==> src/rtl/fpu_pkg.sv <==
// Shared FPU issue definitions: word width, exponent field and opcodes.
package fpu_pkg;

    localparam int WORD_W = 32;
    localparam int EXP_HI = 30;
    localparam int EXP_LO = 23;

    typedef enum logic [1:0] {
        OP_ADD = 2'b00,
        OP_SUB = 2'b01,
        OP_MUL = 2'b10,
        OP_DIV = 2'b11
    } fpu_op_e;

    typedef struct packed {
        fpu_op_e             op;
        logic [WORD_W-1:0]   a;
        logic [WORD_W-1:0]   b;
    } cmd_t;

    // All-ones exponent marks Inf or NaN
    function automatic logic is_exc(input logic [WORD_W-1:0] w);
        return w[EXP_HI:EXP_LO] == '1;
    endfunction

endpackage

==> src/rtl/fpu_sync_fifo.sv <==
// Synchronous FIFO with occupancy count and synchronous clear; head is shown combinationally.
module fpu_sync_fifo #(
    parameter int WIDTH = 32,
    parameter int DEPTH = 4
) (
    input  logic             clk,
    input  logic             rst,
    input  logic             clr,
    input  logic             push,
    input  logic [WIDTH-1:0] din,
    input  logic             pop,
    output logic [WIDTH-1:0] dout,
    output logic [$clog2(DEPTH):0] count
);
    localparam int AW = $clog2(DEPTH);

    logic [WIDTH-1:0] mem [DEPTH];
    logic [AW-1:0]    wptr;
    logic [AW-1:0]    rptr;

    always_ff @(posedge clk or posedge rst) begin
        if (rst) begin
            wptr  <= '0;
            rptr  <= '0;
            count <= '0;
        end else if (clr) begin
            wptr  <= '0;
            rptr  <= '0;
            count <= '0;
        end else begin
            if (push) wptr <= wptr + 1'b1;
            if (pop)  rptr <= rptr + 1'b1;
            count <= count + (AW+1)'(push) - (AW+1)'(pop);
        end
    end

    // Push while full is legal only alongside a pop; the old head is read before the write lands
    always_ff @(posedge clk) begin
        if (push && !clr) mem[wptr] <= din;
    end

    assign dout = mem[rptr];

endmodule

==> src/rtl/fpu_issue.sv <==
// Command queue, credit-based issue to a fixed-latency FPU, and in-order result queue.
// Optional FPU_ISSUE_EXC_FLAG_EN stores an Inf/NaN flag with each result on res_exc.
module fpu_issue
    import fpu_pkg::*;
#(
    parameter int CDEPTH = 4,
    parameter int RDEPTH = 4,
    parameter int LAT    = 3
) (
    input  logic              clk,
    input  logic              rst,
    input  logic              cmd_valid,
    output logic              cmd_ready,
    input  logic [WORD_W-1:0] cmd_a,
    input  logic [WORD_W-1:0] cmd_b,
    input  logic [1:0]        cmd_op,
    input  logic              flush,
    output logic [WORD_W-1:0] fpu_a,
    output logic [WORD_W-1:0] fpu_b,
    output logic [1:0]        fpu_op,
    input  logic [WORD_W-1:0] fpu_out,
    output logic              res_valid,
    input  logic              res_ready,
    output logic [WORD_W-1:0] res_data,
    output logic              res_exc,
    output logic              busy
);
    localparam int CCW = $clog2(CDEPTH) + 1;
    localparam int RCW = $clog2(RDEPTH) + 1;
    localparam int FCW = $clog2(LAT + 1);
`ifdef FPU_ISSUE_EXC_FLAG_EN
    localparam int RESW = WORD_W + 1;
`else
    localparam int RESW = WORD_W;
`endif

    cmd_t            cmd_in;
    cmd_t            cmd_head;
    logic [CCW-1:0]  cmd_count;
    logic [RCW-1:0]  res_count;
    logic [RESW-1:0] res_in;
    logic [RESW-1:0] res_head;
    logic [LAT-1:0]  vsr;
    logic [FCW-1:0]  in_flight;
    logic            cmd_push;
    logic            issue;
    logic            res_push;
    logic            res_pop;

    assign cmd_in    = '{op: fpu_op_e'(cmd_op), a: cmd_a, b: cmd_b};
    assign cmd_ready = cmd_count < CCW'(CDEPTH);
    assign cmd_push  = cmd_valid && cmd_ready && !flush;
    assign res_valid = res_count != '0;
    assign res_pop   = res_valid && res_ready;
    assign res_push  = vsr[LAT-1];

    always_comb begin
        in_flight = '0;
        for (int i = 0; i < LAT; i++) in_flight = in_flight + FCW'(vsr[i]);
    end

    // A result leaving this edge frees its slot for an issue on the same edge,
    // which keeps full throughput when RDEPTH == LAT + 1.
    assign issue = (cmd_count != '0) && !flush &&
                   ((int'(in_flight) + int'(res_count) - int'(res_pop)) < RDEPTH);

    fpu_sync_fifo #(.WIDTH($bits(cmd_t)), .DEPTH(CDEPTH)) u_cmd_fifo (
        .clk   (clk),
        .rst   (rst),
        .clr   (flush),
        .push  (cmd_push),
        .din   (cmd_in),
        .pop   (issue),
        .dout  (cmd_head),
        .count (cmd_count)
    );

    always_ff @(posedge clk or posedge rst) begin
        if (rst) begin
            fpu_a  <= '0;
            fpu_b  <= '0;
            fpu_op <= OP_ADD;
            vsr    <= '0;
        end else begin
            if (issue) begin
                fpu_a  <= cmd_head.a;
                fpu_b  <= cmd_head.b;
                fpu_op <= cmd_head.op;
            end
            vsr <= (vsr << 1) | LAT'(issue);
        end
    end

`ifdef FPU_ISSUE_EXC_FLAG_EN
    assign res_in  = {is_exc(fpu_out), fpu_out};
    assign res_exc = res_valid & res_head[WORD_W];
`else
    assign res_in  = fpu_out;
    assign res_exc = 1'b0;
`endif

    fpu_sync_fifo #(.WIDTH(RESW), .DEPTH(RDEPTH)) u_res_fifo (
        .clk   (clk),
        .rst   (rst),
        .clr   (1'b0),
        .push  (res_push),
        .din   (res_in),
        .pop   (res_pop),
        .dout  (res_head),
        .count (res_count)
    );

    assign res_data = res_valid ? res_head[WORD_W-1:0] : '0;
    assign busy     = (cmd_count != '0) || (in_flight != '0) || res_valid;

endmodule

==> config.mk <==
export PLATFORM = sky130hd
export DESIGN_NAME = fpu_issue
export DESIGN_NICKNAME = d
export VERILOG_FILES = /design/src/rtl/fpu_pkg.sv /design/src/rtl/fpu_sync_fifo.sv /design/src/rtl/fpu_issue.sv
export SDC_FILE = /design/constraint.sdc
export NUM_CORES = 1
export LEC_CHECK = 0
export CORE_MARGIN = 2
export CORE_UTILIZATION = 50
export DETAILED_ROUTE_END_ITERATION = 10
export GPL_ROUTABILITY_DRIVEN = 0
export PLACE_DENSITY_LB_ADDON = 0.25
export SYNTH_ARGS = -nofsm -noshare
export SYNTH_HDL_FRONTEND = slang
export SYNTH_HIERARCHICAL = 1
export SYNTH_SLANG_ARGS = --single-unit
==> constraint.sdc <==
create_clock -name clk -period 4.5 [get_ports clk]
set_clock_uncertainty 0.15 [all_clocks]
set_input_delay 1.35 -clock clk [delete_from_list [all_inputs] [get_ports clk]]
set_output_delay 1.35 -clock clk [all_outputs]
set_load 0.01 [all_outputs]
---- Word-level counts from Yosys, hierarchy flattened ----
Memory sizes are Yosys's and may differ from the RTL's. A register that Yosys moved wholly into a read port is not among the register bits.
Index checks and enable logic that the tools add are counted.
storage, ports and cells
  bits in registers ....................... 17
  memory bits (writable) .................. 392
  input bits .............................. 103
  logic and storage cells ................. 48
  memories kept ........................... 2
memory list
  memory          words  width  read ports  clocked after Yosys merged registers in  wr ports  line                 source
  u_cmd_fifo.mem  4      66     1           1                                        1         fpu_sync_fifo.sv:17  logic [WIDTH-1:0] mem [DEPTH];
  u_res_fifo.mem  4      32     1           0                                        1         fpu_sync_fifo.sv:17
operators by class
  add/sub/neg operators ................... 12
  order comparisons ....................... 2
  muxes and demuxes ....................... 10
  bitwise gates (word level) .............. 1
  reduce and logical (&&, ||, !) cells .... 14
operator list
  cell                   count
  $mux W32               1
  $add A2 B1 Y2 const B  4
  $mux W2                4
  $add A3 B1 Y3          2
  $logic_and A1 B1 Y1    6
  $reduce_bool A2 Y1     3
  $reduce_bool A3 Y1     2
  $sub A3 B1 Y3          2
  $lt A5 B4 Y1 const B   1
  $sub A4 B1 Y5          1
  $add A2 B3 Y4          1
  $mux W1                4
  $lt A3 B3 Y1 const B   1
  $mux W3                1
  $or A3 B1 Y3           1
  $add A1 B1 Y2          1
  $add A2 B1 Y2          1
  $logic_or A1 B1 Y1     2
  $logic_not A1 Y1       1

---- Logic depth before layout (Yosys ltp) ----
  depth after elaboration ................. 8
  depth in mapped cells ................... 20
  mapped depth without buffers ............ 17

---- Hierarchy ----
The synthesis kept the hierarchy.
by module, submodules not included
  module                      instances  cells each  area each (um2)
  fpu_sync_fifo (u_cmd_fifo)  1          384         9960.8
  fpu_sync_fifo (u_res_fifo)  1          206         5094.9
  fpu_issue                   1          212         2982.9

---- Worst setup path after synthesis ----
No wires, ideal clock.
  kind .................................... input -> register
  from .................................... in res_ready
  to ...................................... reg u_cmd_fifo.count[2]
  arrival time ............................ 4.335 ns
  setup slack ............................. -0.099 ns
  stages .................................. 18
  cell sequence ........................... nor2b_1 -> ha_1 -> inv_1 -> ha_1 -> and3b_1 -> nor3_1 -> a32o_1 -> a22oi_2 -> buf_4 -> buf_6 -> inv_1 -> ha_1 -> inv_1 -> ha_1 -> inv_1 -> fa_1 -> xnor3_1 -> nor2_1
between the ends
  longest elaborated chain between the ends .. 6
RTL lines
  item                    line                 source
  start: declaration      fpu_issue.sv:23      input logic res_ready,
  $logic_and A1 B1 Y1     fpu_issue.sv:54      assign res_pop = res_valid && res_ready;
  $sub A4 B1 Y5           fpu_issue.sv:65      ((int'(in_flight) + int'(res_count) - int'(res_pop)) < RDEPTH);
  $lt A5 B4 Y1            fpu_issue.sv:65
  $logic_and A1 B1 Y1     fpu_issue.sv:64      assign issue = (cmd_count != '0) && !flush &&
  net issue               fpu_issue.sv:46      logic issue;
  $sub A3 B1 Y3           fpu_sync_fifo.sv:33  count <= count + (AW+1)'(push) - (AW+1)'(pop);
  $mux W3                 fpu_sync_fifo.sv:26  end else if (clr) begin
  end signal: assignment  fpu_sync_fifo.sv:33
  end: declaration        fpu_sync_fifo.sv:13  output logic [$clog2(DEPTH):0] count
The timed path passes the listed nets, and every way through them passes these cells.
A chain may end at the register's enable or synchronous reset.

---- Final worst setup path ----
  from .................................... in res_ready
  to ...................................... reg u_cmd_fifo.count[2]
between the ends
  longest elaborated chain between the ends .. 6
RTL lines
  item                 line                 source
  $logic_and A1 B1 Y1  fpu_issue.sv:54
  net res_pop          fpu_issue.sv:48      logic res_pop;
  $sub A4 B1 Y5        fpu_issue.sv:65
  $lt A5 B4 Y1         fpu_issue.sv:65
  $logic_and A1 B1 Y1  fpu_issue.sv:64
  net issue            fpu_issue.sv:46
  $sub A3 B1 Y3        fpu_sync_fifo.sv:33
  $mux W3              fpu_sync_fifo.sv:26
The timed path passes the listed nets, and every way through them passes these cells.

==> flow_summary.rst <==
.. list-table::
   :header-rows: 1

   * - Metric
     - Value
   * - Delay of the slowest cell on the worst path
     - 0.46 ns
   * - Buffers added on ports
     - 203
   * - Total Nets Final
     - 1181
   * - Leak Pwr
     - 0.00754 uW
   * - Clock sinks
     - 475
   * - Insertion delay of the later-clocked pin in the worst-skew pair
     - 0.57 ns
   * - Buffer type at the clock tree root
     - clkbuf_16
   * - Top FF cell, synth
     - edfxtp_1
   * - Worst slack, placed
     - -0.108 ns
   * - Warning count from the yosys run
     - 6
   * - Critical Path End Type
     - flip-flop
   * - Power density normalized to cell area
     - 562 nW/um2
   * - Global-route wire length before repair
     - 52600 um
   * - Worst reg2reg path depth
     - 17
   * - Top cell type by total area after synthesis
     - edfxtp_1
   * - Beginning of the critical path
     - res_ready
   * - Slew headroom
     - 0.295
   * - Die Wd
     - 194 um
   * - List of most frequent post-synthesis cells
     - edfxtp_1, mux4_2, dfrtp_1, mux2_2, nor2b_1
   * - Clock buffers created by TritonCTS
     - 47
   * - Via count of the first global-routing pass
     - 8958
   * - Peak ir drop on the vdd network
     - 0.000391 V
   * - WP depth
     - 17
   * - Number of antenna diodes
     - 0
   * - Largest net degree at the start of global routing
     - 69
   * - Hold Fails Final Rpt
     - 0
   * - Area overhead of the layout relative to synthesis
     - 23.6%
   * - Resized Gates After CTS
     - 0
   * - Maximum capacitance violations
     - 0
   * - Starting density of the core
     - 0.507
   * - Placed insts
     - 1469
   * - Routed len/inst
     - 21.6 um
   * - DR pass1 iterations
     - 4
   * - Number of antenna-violating nets in the routed design
     - 0
   * - Cell area after synthesis
     - 18000 um2
   * - Clock-pin slew on the worst setup and hold paths
     - 0.06 ns
   * - Max Fclk
     - 248 MHz
   * - Required time at the endpoint of the critical path
     - 4.80 ns
   * - Worst-path fanout max
     - 4
   * - Arrival time at the worst endpoint
     - 4.33 ns
   * - Outcome
     - complete, no violations
   * - Unrepaired setup endpoints after global routing
     - false
   * - Slew at the pin closest to its max-slew limit
     - 1.06 ns
   * - Number of enable flip-flop cells after synthesis
     - 392
   * - Final standard cell count with taps included and fillers excluded
     - 1556
   * - Final period demand of the worst path
     - 4.03 ns
   * - CTS tree
     - yes
   * - Crit-path cells
     - clkdlybuf4s50_1 -> nor2b_2 -> ha_1 -> inv_1 -> ha_1 -> and3b_1 -> nor3_1 -> a32o_1 -> a22oi_2 -> inv_1 -> ha_1 -> inv_1 -> ha_1 -> inv_1 -> fa_1 -> xnor3_1 -> nor2_1
   * - Total via count after detailed routing
     - 8319
   * - WP buf/inv
     - 5
   * - Initial DRC Count
     - 473
   * - Number of unique standard cell types used by synthesis
     - 32
   * - Count of H-tree levels built during CTS
     - 2
   * - Crit-path slowest cell
     - clkdlybuf4s50_1
   * - Placeable Area
     - 35600 um2
   * - Cell types occupying the most area after synthesis
     - edfxtp_1, mux4_2, dfrtp_1
   * - Mean area per synthesized cell
     - 22.5 um2
   * - Row count
     - 69
   * - Number of buffers on the longest clock path
     - 3
   * - Count of fill cells added during filler insertion
     - 2513
   * - Async SR Flop Fraction
     - 0.175
   * - Minimum setup slack among reg-to-reg paths
     - 0.90 ns
   * - Worst Hold Margin
     - 0.263 ns
   * - Post-CTS Setup Bufs
     - 0
   * - Start-to-end type of the worst setup path
     - in2reg
   * - Remaining design rule violation count
     - 0
   * - Worst reg2reg path endpoint
     - u_cmd_fifo/count[2]$_DFF_PP0_
   * - Final setup violation count
     - 0
   * - Total Neg Setup Slack
     - 0 ns
   * - Final worst slack
     - 0.471 ns
   * - Fraction of final layout cells sized beyond drive strength 1
     - 0.225
   * - Gate count after technology mapping
     - 802
   * - Type of origin of the critical path
     - input pin
   * - Proportion of synthesized chip area in sequential cells
     - 0.768
   * - Count of hold-fix buffers inserted at cts
     - 0
   * - Launching point of the worst reg2reg path
     - vsr[2]$_DFF_PP0_
   * - Max Transition Viols Final
     - 0
   * - Worst min-delay path class
     - reg2reg
   * - Vias per inst
     - 5.35
   * - Leftover overflow at the end of global routing
     - 0
   * - Count leader, synth
     - edfxtp_1
   * - Die Y-Extent
     - 194 um
   * - Design Power
     - 12500 uW
   * - Synthesized flop and latch total
     - 475
   * - GRT Total Usage
     - 0.183
   * - Die Area
     - 37600 um2
   * - Initial antenna violation count
     - 3
   * - Hpwl dp
     - 20200 um
   * - WL final
     - 33600 um
   * - Fraction of the cycle the final worst path needs
     - 0.895
   * - Proportion of netlist area held by the largest area contributor
     - 0.653
   * - Top-Level Pins
     - 205
   * - Family with the most delay on the worst path
     - adder cells
   * - Timing endpoint of the critical path
     - u_cmd_fifo/count[2]$_DFF_PP0_
[layer usage]
metal | routed length (um) | GRT usage | up-vias
met3 | 2390 | 0.0617 | 62
met5 | 28 | 0 | -
met4 | 786 | 0.0516 | 4
met1 | 14000 | 0.238 | 4306
met2 | 16400 | 0.298 | 227
li1 | - | - | 3720
[where the power goes]
group | total [uW] | switching [uW] | internal (uW)
clock network | 3840 | 1580 | 2260
registers | 5540 | 316 | 5220
logic | 3140 | 1300 | 1840
[worst reg2reg max path, cell delays in order, from the launching register on]
cell and delay, ns:
dfrtp_1 0.46, fa_1 0.45, inv_1 0.08, ha_1 0.13, inv_1 0.04, ha_1 0.25, and3b_1 0.21, nor3_1 0.06
a32o_1 0.26, a22oi_2 0.20, inv_1 0.08, ha_1 0.29, inv_1 0.05, ha_1 0.14, inv_1 0.05, fa_1 0.36
xnor3_1 0.20, nor2_1 0.04
[cells in the final DEF (no fill, tap or decap), types with 20 or more instances in the layout]
cell type / netlist / final
buf_4: 7 / 20
clkbuf_16: 0 / 47
clkdlybuf4s50_1: 0 / 203
dfrtp_1: 83 / 80
edfxtp_1: 392 / 392
inv_1: 24 / 23
mux2_1: 29 / 29
mux2_2: 37 / 37
mux4_2: 93 / 93
nor2b_1: 37 / 36
[sequential cells by signal (all words and copies together) (netlist names)]
| signal | flops |
|---|---|
| fpu_a | 32 |
| fpu_b | 32 |
| fpu_op | 2 |
| u_cmd_fifo/count | 3 |
| u_cmd_fifo/mem | 264 |
| u_cmd_fifo/rptr | 2 |
| u_cmd_fifo/wptr | 2 |
| u_res_fifo/count | 3 |
| u_res_fifo/mem | 128 |
| u_res_fifo/rptr | 2 |
| u_res_fifo/wptr | 2 |
| vsr | 3 |
[layout make-up]
class / instances / area (um2) / share of cell area
flip-flops and latches: 475 / 13900 / 0.621
multi-input cells: 276 / 3860 / 0.173
repair buffers: 233 / 2380 / 0.107
clock buffers: 63 / 1300 / 0.0581
well taps: 461 / 577 / 0.0259
clock inverters: 24 / 238 / 0.0107
inverters: 24 / 91.3 / 0.00410
[per-stage QoR]
step | cell area, um2 | utilization
after global placement | 20800 | 0.584
final | 22300 | 0.627
after detailed placement | 20800 | 0.584
after floorplan | 18100 | -
after CTS | 22300 | 0.627
after global routing | 22300 | 0.627
[cell families (layout without fill, tap and decap cells)]
| family | Yosys count | after routing | synth area share |
|---|---|---|---|
| DFF | 475 | 475 | 0.768 |
| AOI/OAI and AO/OA | 9 | 9 | 0.00395 |
| muxes | 166 | 166 | 0.166 |
| buffers and inverters | 59 | 344 | 0.0211 |
| xor gates and xnor gates | 6 | 6 | 0.00444 |
| and+or+nand+nor | 65 | 65 | 0.0211 |
| adders and majority gates | 21 | 21 | 0.0158 |
| other | 1 | 9 | 0.000208 |
[worst min-delay path by stage]
stage,to,depth (start not counted),start
3_5_place_dp,vsr[2]$_DFF_PP0_,0,vsr[1]$_DFF_PP0_
4_1_cts,vsr[2]$_DFF_PP0_,0,vsr[1]$_DFF_PP0_
3_3_place_gp,vsr[2]$_DFF_PP0_,0,vsr[1]$_DFF_PP0_
2_1_floorplan,vsr[2]$_DFF_PP0_,0,vsr[1]$_DFF_PP0_
6_report,vsr[2]$_DFF_PP0_,0,vsr[1]$_DFF_PP0_
5_1_grt,vsr[1]$_DFF_PP0_,0,vsr[0]$_DFF_PP0_
No activity file was read; power rests on OpenSTA's default activity.
